==> src/rtl/lfsr_gen.sv <==
// lfsr_gen: parametrised LFSR pseudo-random source with on-line period measurement.
//
// Streams the LFSR state over a valid/ready interface. The feedback form
// (Galois or Fibonacci) is selected at run time. A seed can be loaded, and an
// all-zero load is replaced by SEED. Every time the sequence returns to the
// state where measurement started, the period is reported.
//
// Ports
//   clk          in   rising-edge clock
//   rst          in   synchronous active-high reset
//   mode         in   0 = Galois, 1 = Fibonacci, sampled every cycle
//   load         in   load load_val into the state this cycle (wins over advance)
//   load_val     in   value to load; zero is replaced by SEED
//   out_ready    in   consumer accepts out_data
//   out_valid    out  out_data valid; high from the first cycle after reset
//   out_data     out  current LFSR state (the state register itself)
//   lockup       out  one-cycle pulse: a zero state was replaced by SEED
//   period_valid out  one-cycle pulse: period was just updated
//   period       out  last measured sequence length (saturates at all-ones)
module lfsr_gen #(
    parameter int unsigned      WIDTH = 8,
    parameter logic [WIDTH-1:0] TAPS  = WIDTH'(8'h1D),
    parameter logic [WIDTH-1:0] SEED  = WIDTH'(1)
) (
    input  logic             clk,
    input  logic             rst,
    input  logic             mode,
    input  logic             load,
    input  logic [WIDTH-1:0] load_val,
    input  logic             out_ready,
    output logic             out_valid,
    output logic [WIDTH-1:0] out_data,
    output logic             lockup,
    output logic             period_valid,
    output logic [WIDTH-1:0] period
);

    localparam int unsigned W = WIDTH;

    // Elaboration-time sanity checks on the parameters.
    if (W < 2) begin : g_bad_width
        $error("lfsr_gen: WIDTH must be at least 2");
    end
    if (SEED == '0) begin : g_bad_seed
        $error("lfsr_gen: SEED must be nonzero");
    end

    // State, measurement registers and registered mode.
    logic [W-1:0] s;
    logic [W-1:0] ref_state;
    logic [W-1:0] cnt;
    logic         mode_q;

    // Next-state and measurement helpers.
    logic [W-1:0] galois_next;
    logic [W-1:0] fib_next;
    logic [W-1:0] step_raw;
    logic         step_zero;
    logic [W-1:0] step_next;
    logic         advance;
    logic         mode_change;
    logic [W-1:0] meas_ref;
    logic [W-1:0] meas_cnt;
    logic [W-1:0] cnt_inc;
    logic         wrap;
    logic         load_zero;

    assign out_data = s;

    // One LFSR step in both forms; the current mode input picks the form.
    always_comb begin
        galois_next = {s[W-2:0], 1'b0} ^ (s[W-1] ? TAPS : '0);
        fib_next    = {s[W-2:0], ^(s & TAPS)};
        step_raw    = mode ? fib_next : galois_next;
        // A degenerate tap mask can fall into zero; recover to SEED like a zero load.
        step_zero   = (step_raw == '0);
        step_next   = step_zero ? SEED : step_raw;
    end

    // Transfer and measurement bookkeeping.
    always_comb begin
        advance     = out_valid && out_ready && !load;
        mode_change = (mode != mode_q);
        load_zero   = (load_val == '0);
        // On a mode change the measurement restarts from the present state and
        // an advance in the same cycle becomes its first step.
        meas_ref    = mode_change ? s  : ref_state;
        meas_cnt    = mode_change ? '0 : cnt;
        cnt_inc     = (meas_cnt == '1) ? '1 : meas_cnt + W'(1);
        wrap        = (step_next == meas_ref);
    end

    // State register, measurement and registered status pulses.
    always_ff @(posedge clk) begin
        if (rst) begin
            s            <= SEED;
            ref_state    <= SEED;
            cnt          <= '0;
            mode_q       <= mode;
            out_valid    <= 1'b0;
            lockup       <= 1'b0;
            period_valid <= 1'b0;
            period       <= '0;
        end else begin
            out_valid    <= 1'b1;
            mode_q       <= mode;
            lockup       <= 1'b0;
            period_valid <= 1'b0;
            if (load) begin
                // Load wins over advance and mode change; measurement restarts here.
                if (load_zero) begin
                    s         <= SEED;
                    ref_state <= SEED;
                    lockup    <= 1'b1;
                end else begin
                    s         <= load_val;
                    ref_state <= load_val;
                end
                cnt <= '0;
            end else if (advance) begin
                s         <= step_next;
                lockup    <= step_zero;
                ref_state <= meas_ref;
                if (wrap) begin
                    period       <= cnt_inc;
                    period_valid <= 1'b1;
                    cnt          <= '0;
                end else begin
                    cnt <= cnt_inc;
                end
            end else if (mode_change) begin
                ref_state <= s;
                cnt       <= '0;
            end
        end
    end

endmodule

==> config.mk <==
export PLATFORM = sky130hd
export DESIGN_NAME = lfsr_gen
export DESIGN_NICKNAME = d
export VERILOG_FILES = /design/src/rtl/lfsr_gen.sv
export SDC_FILE = /design/constraint.sdc
export NUM_CORES = 1
export LEC_CHECK = 0
export CAP_MARGIN = 0
export CORE_MARGIN = 2
export CORE_UTILIZATION = 55
export DETAILED_ROUTE_END_ITERATION = 12
export PLACE_DENSITY_LB_ADDON = 0.12
export SLEW_MARGIN = 15
export SYNTH_ARGS = -nofsm -noshare
export SYNTH_HDL_FRONTEND = slang
export SYNTH_SLANG_ARGS = --single-unit
==> constraint.sdc <==
create_clock -name clk -period 7.44 [get_ports clk]
set_clock_uncertainty 0.1 [all_clocks]
set_input_delay 1.86 -clock clk [delete_from_list [all_inputs] [get_ports clk]]
set_output_delay 1.86 -clock clk [all_outputs]
set_load 0.01 [all_outputs]
======== Word level (Yosys, flattened, before mapping) ========
Index checks and enable logic that the tools add are counted.
operators by class
  add/sub/neg operators ................... 1
  equal/unequal tests ..................... 3
  mux-type cells .......................... 17
  bitwise logic cells ..................... 3
  reductions and logical operators ........ 10
operators with widths
  operator             number
  $mux 8               11
  $logic_not 8->1      2
  $add 8x1->8 const B  1
  $eq 8x8->1           1
  $eq 8x8->1 const B   1
  $reduce_xor 8->1     1
  $xor 8x5->8          1
  $mux 1               5
  $mux 5               1
  $reduce_and 3->1     1
  $reduce_or 3->1      1
  $logic_and 1x1->1    2
  $not 1->1            2
  $reduce_bool 2->1    1
  $reduce_or 2->1      1
  $logic_not 1->1      1
  $ne 1x1->1           1
word-level totals
  bits in registers ....................... 36
  bits of input ports ..................... 13
  output and inout bits ................... 19
  logic and storage cells ................. 42

======== Logic depth before layout (Yosys ltp) ========
Gate-level depths: netlist of the first run.
  depth in word-level cells ............... 8
  depth in mapped cells ................... 10
  depth with buffers taken out ............ 9

======== Worst setup path before layout of the first run ========
OpenSTA, ideal clock, no wires.
  kind .................................... input-to-reg
  start point ............................. input port mode
  end point ............................... register cnt[6]
  library setup time ...................... 0.116 ns
  arrival time ............................ 3.649 ns
  required time ........................... 7.224 ns
  path slack .............................. 3.575 ns
  stages on the path ...................... 8
  path buffers ............................ 1
  cells stage by stage .................... xnor2_2 buf_6 and2_1 ha_1 and3_1 nand4_1 or4_1 and4_1
between the ends
  longest elaborated chain between the ends .. 6
  elaborated cells on any way between the ends .. 12
  classes of those cells .................. 1 x add/sub; 3 x eq/ne; 7 x mux; 1 x reduce/logical
RTL lines
  element                                    line    text
  start, declared                            27      input logic mode,
  $ne 1x1->1 or $mux 8 (tied branches)       83, 74
  $mux 8 or $logic_not 8->1 (tied branches)  --
  $add 8x1->8 (tied with other cells)        89      cnt_inc = (meas_cnt == '1) ? '1 : meas_cnt + W'(1);
  $mux 8 or $eq 8x8->1 (tied branches)       89, 90
  $mux 8                                     124     if (wrap) begin
  $mux 8 (*)                                 120     end else if (advance) begin
  end signal, assigned                       129     cnt <= cnt_inc;
  end, declared                              51      logic [W-1:0] cnt;
Every way passes the cells marked *; elsewhere a longest branch is shown, timed or not.
A chain may end at the register's enable or synchronous reset.

======== Final worst setup path of the first run ========
  start point ............................. input port mode
  end point ............................... register period[0]
between the ends
  longest elaborated chain between the ends .. 5
  elaborated cells on any way between the ends .. 11
  classes of those cells .................. 1 x add/sub; 3 x eq/ne; 5 x mux; 2 x reduce/logical
RTL lines
  element                                              line  text
  branches (longest 5 deep; another with $add 8x1->8)  --
  end signal, assigned                                 125   period <= cnt_inc;
  end, declared                                        35    output logic [WIDTH-1:0] period
Several ways; the timed one is not identified.

==> flow_metrics.tcl, run 1 <==
set metrics [dict create \
    status "finished clean" \
    finalNetCount 303 \
    reg2reg_depth 7 \
    core_um2 3943 \
    drc 0 \
    hp-start "period[2]" \
    clockBufferDepth 2 \
    synth_nets 285 \
    antenna_found_initial 0 \
    setup_slack_ns 2.689 \
    antenna_cells 0 \
    min_to "period[2]" \
    hold_viol 0 \
    nFillCells 334 \
    grt_max_degree 24 \
    clk_pin_slew_ns 0.07 \
    min_period_over_period_pct 63.86 \
    synthFlopType "dfxtp_1" \
    holdPathStages 2 \
    avgSynthCellArea_um2 8.172 \
    ir_drop_v 0.0001285 \
    die_width_um 67.46 \
    worstSetupEndpointType "register" \
    seq_area_frac_synth_pct 32.54 \
    crit_type "input pin to register" \
    slew_violations 0 \
    total_power_w 0.0004864 \
    drtIter0Drc 186 \
    start_util_pct 56.17 \
    critPathMaxFanout 21 \
    worstPathArrival_ns 4.82 \
    root_buffer "clkbuf_8" \
    ys_warn_count 0 \
    routed-via-count 2015 \
    hpwl_um 3636 \
    finalSetupTns_ns 0 \
    ys_async_sr_fraction_pct 0 \
    ys_top_cells_by_count "dfxtp_1 (36), nand2_1 (35), nor2_1 (21)" \
    area_growth_pct 17.80 \
    startpoint_type "input pin" \
    track_usage_pct 25.30 \
    setup_viol 0 \
    reg2reg_to "period[0]" \
    cts_buffers 5 \
    final_layout_size_suffix_gt1_share_pct 6.552 \
    powerDensity_nw_per_um2 186.4 \
    fmaxAchievable_mhz 210.5 \
    power_leakage_nw 0.9952 \
    h-tree-depth 2 \
    dpl_worst_slack_ns 2.424 \
    row_count 23 \
    tightest_slew_ns 0.8726 \
    post_cts_resize_count 0 \
    totalWireLength_um 5194 \
    fin_util_pct 66.17 \
    r2r-start "mode_q" \
    cts_tree "done" \
    yosysMostFrequentCell "dfxtp_1" \
    hold_class "register to register" \
    gr-total-overflow 0 \
    rrSetupSlack_ns 4.44 \
    slew_headroom_pct 41.64 \
    synthesis.area_um2 2215 \
    holdBufCountCts 0 \
    dieHeight_um 67.46 \
    synthTopCellsByArea "dfxtp_1 (33%), nand2_1 (5.9%), xnor2_1 (4.7%), a21oi_1 (4.5%), mux2i_1 (3.6%)" \
    max_cap_violations 0 \
    synthCells 271 \
    grt_pass1_wl_um 8673 \
    grt_pass1_vias 1817 \
    cts.sinks 36 \
    die-area_um2 4550 \
    synth_edf_count 0 \
    first_pass_iters 4 \
    synth_cell_type_count 53 \
    io_pins 32 \
    ant_nets 0 \
    required_ns 7.51 \
    via_per_inst 5.926 \
    wire_per_inst_um 15.28 \
    synth_top_area_cell "dfxtp_1" \
    rsz0062_at_grt "false" \
    post_cts_buffers 0 \
    place_congestion 0.8237 \
    yosys_register_bits 36 \
    clk_latency_ns 0.29 \
    port_buffers 31 \
    finalCriticalPeriod_ns 4.751 \
    synth_top_area_share_pct 32.54 \
]
critical path, cell delays in order:
cell and delay, ns:
clkdlybuf4s50_1 0.79, xnor2_2 0.17, buf_4 0.29, mux2i_1 0.35, a21oi_1 0.10, a211oi_1 0.32, nand4_2 0.46, mux2_1 0.47
registers in the layout, indices dropped and copies added (netlist names):
register	count
cnt	8
out_data	8
period	8
ref_state	8
lockup	1
mode_q	1
out_valid	1
period_valid	1
placed cells by master (no fill, tap or decap), types with 6 or more instances in the layout:
master           netlist  final
nand2_1               35     35
clkbuf_8               0      7
a21oi_1               20     20
nor2_1                21     21
nand3_1                8      8
mux2i_1                8      8
nor2b_1                6      6
clkdlybuf4s50_1        0     31
xnor2_1               12     12
nor3_1                 9      9
o21ai_0               12     12
dfxtp_1               36     36
and3_1                 6      6
per-layer routing:
layer / GRT usage, % / vias to the layer above / part of all wire [%]
met2: 39.85 / 57 / 48
met3: 4.500 / 5 / 5.4
met1: 35.26 / 955 / 46
met5: 0 / - / 0
met4: 7.653 / 0 / 0.85
li1: - / 998 / -
per-stage QoR:
stage,cell area (µm²),cells,hold WS [ns]
4_1_cts,2609,340,0.3716
2_1_floorplan,2215,271,0.3652
6_report,2609,340,0.3633
3_3_place_gp,2482,332,0.3555
5_1_grt,2609,340,0.3869
3_5_place_dp,2482,332,0.3610
power by group:
group          switching, W  internal, W  leakage (nW)   total, W
combinational     0.0000443    0.0000399         0.636  0.0000841
sequential        0.0000139     0.000200         0.295   0.000214
clock             0.0000701     0.000118        0.0645   0.000188
total              0.000128     0.000358         0.995   0.000486
worst max path at each step:
stage               slack, ns  startpoint         to  depth (start not counted)
floorplan                3.57        mode     cnt[6]                          8
finish                   2.69        mode  period[0]                          8
CTS                      2.73        mode  period[0]                          8
global placement         2.48        mode     cnt[1]                         11
detailed placement       2.42        mode  period[0]                          8
global route             2.41        mode     cnt[5]                         11
layout make-up:
type	instances	area [µm²]	area share, %
clock inverters	1	30.03	1.151
inverters	3	11.26	0.4317
well taps	50	62.56	2.398
multi-input cells	211	1370	52.52
repair buffers	32	317.8	12.18
flip-flops and latches	36	720.7	27.63
clock buffers	7	96.34	3.693
cell families after synthesis:
group                    count (synthesis)  synth area share [%]
adder cells (fa/ha/maj)                  1                0.5649
multiplexers                            15                 7.853
flip-flops                              36                 32.54
AO/OA/AOI/OAI                           60                 17.40
AND/OR/NAND/NOR                        116                 27.85
buffers and inverters                   24                 5.593
XOR/XNOR                                19                 8.192
Note: power is estimated with default switching activity, not from simulation.
==> run 2, diff against run 1 <==
--- a/config.mk
+++ b/config.mk
@@ -7,7 +7,7 @@
 export LEC_CHECK = 0
 export CAP_MARGIN = 0
 export CORE_MARGIN = 2
-export CORE_UTILIZATION = 55
+export CORE_UTILIZATION = 54
 export DETAILED_ROUTE_END_ITERATION = 12
 export PLACE_DENSITY_LB_ADDON = 0.12
 export SLEW_MARGIN = 15
==> constraint.sdc (replaced) <==
create_clock -name clk -period 4.6 [get_ports clk]
set_clock_uncertainty 0.1 [all_clocks]
set_input_delay 1.15 -clock clk [delete_from_list [all_inputs] [get_ports clk]]
set_output_delay 1.15 -clock clk [all_outputs]
set_load 0.01 [all_outputs]
==> run 2 against run 1 <==
  * Clock-buffer cell count is 1 lower
  * Power rose by 44%
  * Via count down 0.45%
  * Worst setup slack lost 1.7 ns
  * Die area rose by 1.7%
  * Cell count grew 1.8%
  * Combinational power up 66%
  * Flip-flop and latch count unchanged
==> flow_metrics.tcl, run 2 (synthesized netlist as in run 1, its figures left out) <==
set metrics [dict create \
    multi_input_area_um2 1370 \
    grt_pass1_vias 1704 \
    crit_type "input pin to register" \
    tightest_slew_ns 0.6040 \
    holdBufCountCts 0 \
    cts_buffers 5 \
    switchingPower_w 0.0002075 \
    final_layout_size_suffix_gt1_share_pct 8.108 \
    layout.cells.non_filler 346 \
    h-tree-depth 2 \
    setup_viol 0 \
    seqPwrFrac_pct 49.2 \
    gr-total-overflow 0 \
    hold_viol 0 \
    pwr-share-clk_pct 30.8 \
    first_pass_iters 4 \
    area_growth_pct 17.97 \
    place_congestion 0.8676 \
    power_leakage_nw 1.005 \
    required_ns 4.69 \
    grt_max_degree 20 \
    slew_headroom_pct 59.74 \
    startpoint_type "input pin" \
    cp_slowest_cell "clkdlybuf4s50_1" \
    die_width_um 68.04 \
    grt_pass1_wl_um 8335 \
    row_count 23 \
    worstPathArrival_ns 3.70 \
    totalWireLength_um 5181 \
    critPathMaxStageDelay_ns 0.46 \
    max_cap_violations 0 \
    cts.sinks 36 \
    min_period_over_period_pct 78.54 \
    io_pins 32 \
    post_cts_buffers 0 \
    core_um2 3971 \
    cpMostUsedCell "buf_4" \
    clk_pin_slew_ns 0.07 \
    critPathMaxFanout 9 \
    drtIter0Drc 131 \
    clk_latency_ns 0.29 \
    routed-via-count 2006 \
    via_per_inst 5.798 \
    hpwl_um 3781 \
    worstSetupEndpointType "register" \
    antenna_cells 0 \
    finalNetCount 310 \
    ff_latch_area_um2 720.7 \
    finalCriticalPeriod_ns 3.613 \
    crit_buf_inv 3 \
    ant_nets 0 \
    clockBufferDepth 2 \
    dieHeight_um 68.04 \
    root_buffer "clkbuf_8" \
    track_usage_pct 24.67 \
    cts_tree "done" \
    finalSetupTns_ns 0 \
    wire_per_inst_um 14.97 \
    drc 0 \
    post_cts_resize_count 0 \
    p_int_w 0.0004945 \
    rsz0062_at_grt "false" \
    hold_class "register to register" \
    port_buffers 31 \
    antenna_found_initial 0 \
    swShare_pct 29.56 \
    slew_violations 0 \
    nFillCells 374 \
    ir_drop_v 0.0001809 \
    start_util_pct 55.77 \
    fmaxAchievable_mhz 276.8 \
    layout_commonest_cell "dfxtp_1" \
    p_comb_share_pct 19.9 \
    powerDensity_nw_per_um2 268.7 \
    worstPathCellList "clkdlybuf4s50_1 -> xnor2_2 -> buf_4 -> mux2i_1 -> xnor2_1 -> nor4b_2 -> nand4_2 -> buf_4 -> and4_1" \
    placedCellCount 339 \
    status "finished clean" \
    die-area_um2 4629 \
    crit_family "buffers and inverters" \
    final_cell_mix "dfxtp_1 (36), nand2_1 (35), clkdlybuf4s50_1 (31)" \
]
run 2: cell count changes in the layout (fill, tap and decap cells not counted), sizes merged:
cell    change
buf         +7
bufinv      -1
clkbuf      -1
clkinv      +1
run 2: power groups by stage:
stage          logic, W  clock network [W]  registers (W)
2_1_floorplan  0.000106                  0       0.000342
3_3_place_gp   0.000137                  0       0.000352
3_5_place_dp   0.000139                  0       0.000352
4_1_cts        0.000141           0.000220       0.000345
5_1_grt        0.000155           0.000235       0.000347
6_report       0.000140           0.000216       0.000346
run 2: final timing paths:
| kind | startpoint | end | slack (ns) | cells past startpoint |
|---|---|---|---|---|
| hold / removal | period[7] | period[7] | 0.36 | 2 |
| setup reg to reg | mode_q | cnt[6] | 1.81 | 8 |
| hold reg to reg | period[7] | period[7] | 0.36 | 2 |
| setup / recovery | mode | cnt[6] | 0.99 | 9 |
run 2: worst reg2reg max path, delay by kind of cell (launching register included):
kind	cells	cell delay, ns
AND/OR/NAND/NOR	3	0.77
flip-flops	1	0.62
buffers and inverters	2	0.54
XOR/XNOR	2	0.38
multiplexers	1	0.28
run 2: area by class of cell:
cell class                 count  area share, %
multi-input combinational    211          52.44
sequential                    36          27.59
timing repair buffer          39          14.18
clock buffer                   6          2.778
tap                           50          2.395
inverter                       3         0.4310
clock inverter                 1         0.1916
run 2: routing by layer:
metal / GRT usage (%) / vias up / share of wire (%)
li1: - / 1017 / -
met1: 32.56 / 944 / 46
met2: 40.17 / 37 / 48
met3: 4.441 / 8 / 4.8
met4: 9.000 / 0 / 1.4
met5: 0 / - / 0
run 2: metrics by stage:
| step | hold WS (ns) | utilization (%) | setup slack (ns) | area (µm²) | total power [W] |
|---|---|---|---|---|---|
| 2_1_floorplan | 0.3652 | - | 1.445 | 2215 | 0.0004474 |
| 3_3_place_gp | 0.3470 | 63.83 | 0.7882 | 2535 | 0.0004895 |
| 3_5_place_dp | 0.3607 | 63.83 | 0.6995 | 2535 | 0.0004919 |
| 4_1_cts | 0.3700 | 65.78 | 0.9896 | 2613 | 0.0007059 |
| 5_1_grt | 0.3927 | 65.78 | 0.8626 | 2613 | 0.0007374 |
| 6_report | 0.3643 | 65.78 | 0.9874 | 2613 | 0.0007020 |
==> run 3, diff against run 2 <==
==> constraint.sdc (replaced) <==
create_clock -name clk -period 3.5 [get_ports clk]
set_clock_uncertainty 0.1 [all_clocks]
set_input_delay 0.875 -clock clk [delete_from_list [all_inputs] [get_ports clk]]
set_output_delay 0.875 -clock clk [all_outputs]
set_load 0.01 [all_outputs]
==> run 3 against run 2 <==
  * Flip-flop and latch count unchanged
  * Utilization increased by 2.7 points
  * Worst setup slack got worse by 0.76 ns
  * Power increased by 38%
  * Via count increased by 1.6%
  * Clock power increased by 47%
  * Critical path type unchanged
  * Critical endpoint is now cnt[7]
==> flow_metrics.tcl, run 3 (synthesized netlist as in run 1, its figures left out) <==
set metrics [dict create \
    min_to "period[4]" \
    row_count 23 \
    antenna_found_initial 0 \
    io_pins 32 \
    gr-total-overflow 0 \
    setup_viol 0 \
    clockBufferDepth 2 \
    hpwl_um 3795 \
    antenna_cells 0 \
    fmaxAchievable_mhz 305.4 \
    post_cts_buffers 0 \
    cts_buffers 5 \
    reg2reg_depth 7 \
    finalCriticalPeriod_ns 3.275 \
    seqPwrFrac_pct 47.0 \
    slew_violations 0 \
    startpoint_type "input pin" \
    ir_drop_v 0.0002609 \
    h-tree-depth 2 \
    cts.sinks 36 \
    core_um2 3971 \
    via_per_inst 5.693 \
    layout.cells.non_filler 358 \
    grt_max_degree 24 \
    tightest_slew_ns 0.5887 \
    drtIter0Drc 206 \
    wire_per_inst_um 14.62 \
    pwr-share-clk_pct 32.9 \
    rrSetupSlack_ns 0.80 \
    grt_pass1_vias 1893 \
    track_usage_pct 25.11 \
    routed-via-count 2038 \
    layout_commonest_cell "dfxtp_1" \
    worstSetupEndpointType "register" \
    p_comb_share_pct 20.1 \
    critPathMaxFanout 9 \
    start_util_pct 55.77 \
    required_ns 3.58 \
    holdBufCountCts 0 \
    switchingPower_w 0.0002684 \
    ant_nets 0 \
    finalNetCount 322 \
    r2r-start "mode_q" \
    rsz0062_at_grt "false" \
    status "finished clean" \
    totalWireLength_um 5233 \
    powerDensity_nw_per_um2 355.3 \
    hold_viol 0 \
    root_buffer "clkbuf_8" \
    hold_class "register to register" \
    die_width_um 68.04 \
    min_period_over_period_pct 93.56 \
    clk_pin_slew_ns 0.07 \
    max_cap_violations 0 \
    post_cts_resize_count 0 \
    crit_type "input pin to register" \
    total_power_w 0.0009670 \
    reg2reg_to "cnt[7]" \
    holdPathStages 2 \
    p_int_w 0.0006986 \
    slew_headroom_pct 60.56 \
    area_growth_pct 22.88 \
    port_buffers 31 \
    hp-start "period[4]" \
    cp_slowest_cell "xnor2_2" \
    dieHeight_um 68.04 \
    die-area_um2 4629 \
    placedCellCount 351 \
    worstPathArrival_ns 3.35 \
    critPathMaxStageDelay_ns 0.52 \
    place_congestion 0.8252 \
    power_leakage_nw 1.075 \
    drc 0 \
    first_pass_iters 4 \
    worstPathCellList "clkdlybuf4s50_1 -> xnor2_2 -> mux2i_1 -> a21oi_1 -> a211oi_1 -> nand4_2 -> buf_4 -> and3_1" \
    clk_latency_ns 0.29 \
    swShare_pct 27.76 \
    final_layout_size_suffix_gt1_share_pct 12.01 \
    cts_tree "done" \
    final_cell_mix "dfxtp_1 (36), nand2_1 (35), clkdlybuf4s50_1 (31)" \
    grt_pass1_wl_um 8638 \
]
==> run 3: power groups by stage <==
| stage | Combinational (W) | Sequential, W | Clock (W) |
|---|---|---|---|
| 6_report | 0.000195 | 0.000454 | 0.000318 |
| 5_1_grt | 0.000214 | 0.000457 | 0.000347 |
| 4_1_cts | 0.000194 | 0.000454 | 0.000328 |
| 3_5_place_dp | 0.000193 | 0.000463 | 0 |
| 3_3_place_gp | 0.000191 | 0.000463 | 0 |
| 2_1_floorplan | 0.000139 | 0.000449 | 0 |
==> run 3: worst max-delay path: cells and delay by family <==
kind | cells | cell delay [ns]
xor gates and xnor gates | 1 | 0.52
buffers and inverters | 2 | 0.72
AOI/OAI and AO/OA | 2 | 0.42
muxes | 1 | 0.39
and+or+nand+nor | 2 | 0.43
==> run 3: worst max path at each step <==
stage / from / end / cells after the start
global placement: mode / cnt[6] / 8
finish: mode / cnt[7] / 8
CTS: mode / cnt[7] / 8
global route: mode / period[7] / 8
floorplan: mode / cnt[6] / 8
detailed placement: mode / cnt[7] / 8
==> run 3: metrics by stage <==
step	util (%)	cell area, µm²	hold WS, ns	setup slack (ns)	TNS, ns
finish	68.53	2721	0.3630	0.2254	0
global placement	66.10	2625	0.3482	-0.03567	-0.2093
CTS	68.53	2721	0.3693	0.2138	0
floorplan	-	2215	0.3652	0.6196	0
detailed placement	66.10	2625	0.3593	-0.09188	-0.8080
global route	68.53	2721	0.3898	0.06835	0
==> run 3: cell type report <==
type	instances	area, µm²
multi-input cells	211	1370
clock buffers	7	96.34
repair buffers	51	460.4
inverters	3	11.26
flip-flops and latches	36	720.7
fillers	342	1250
well taps	50	62.56
==> run 3: metal layers <==
layer | routed length [µm] | up-vias | share of wire (%) | track usage (%)
met3 | 229 | 8 | 4.4 | 5.099
met1 | 2351 | 953 | 45 | 32.62
met2 | 2580 | 45 | 49 | 40.78
met5 | 0 | - | 0 | 0
li1 | - | 1032 | - | -
met4 | 71 | 0 | 1.4 | 9.750
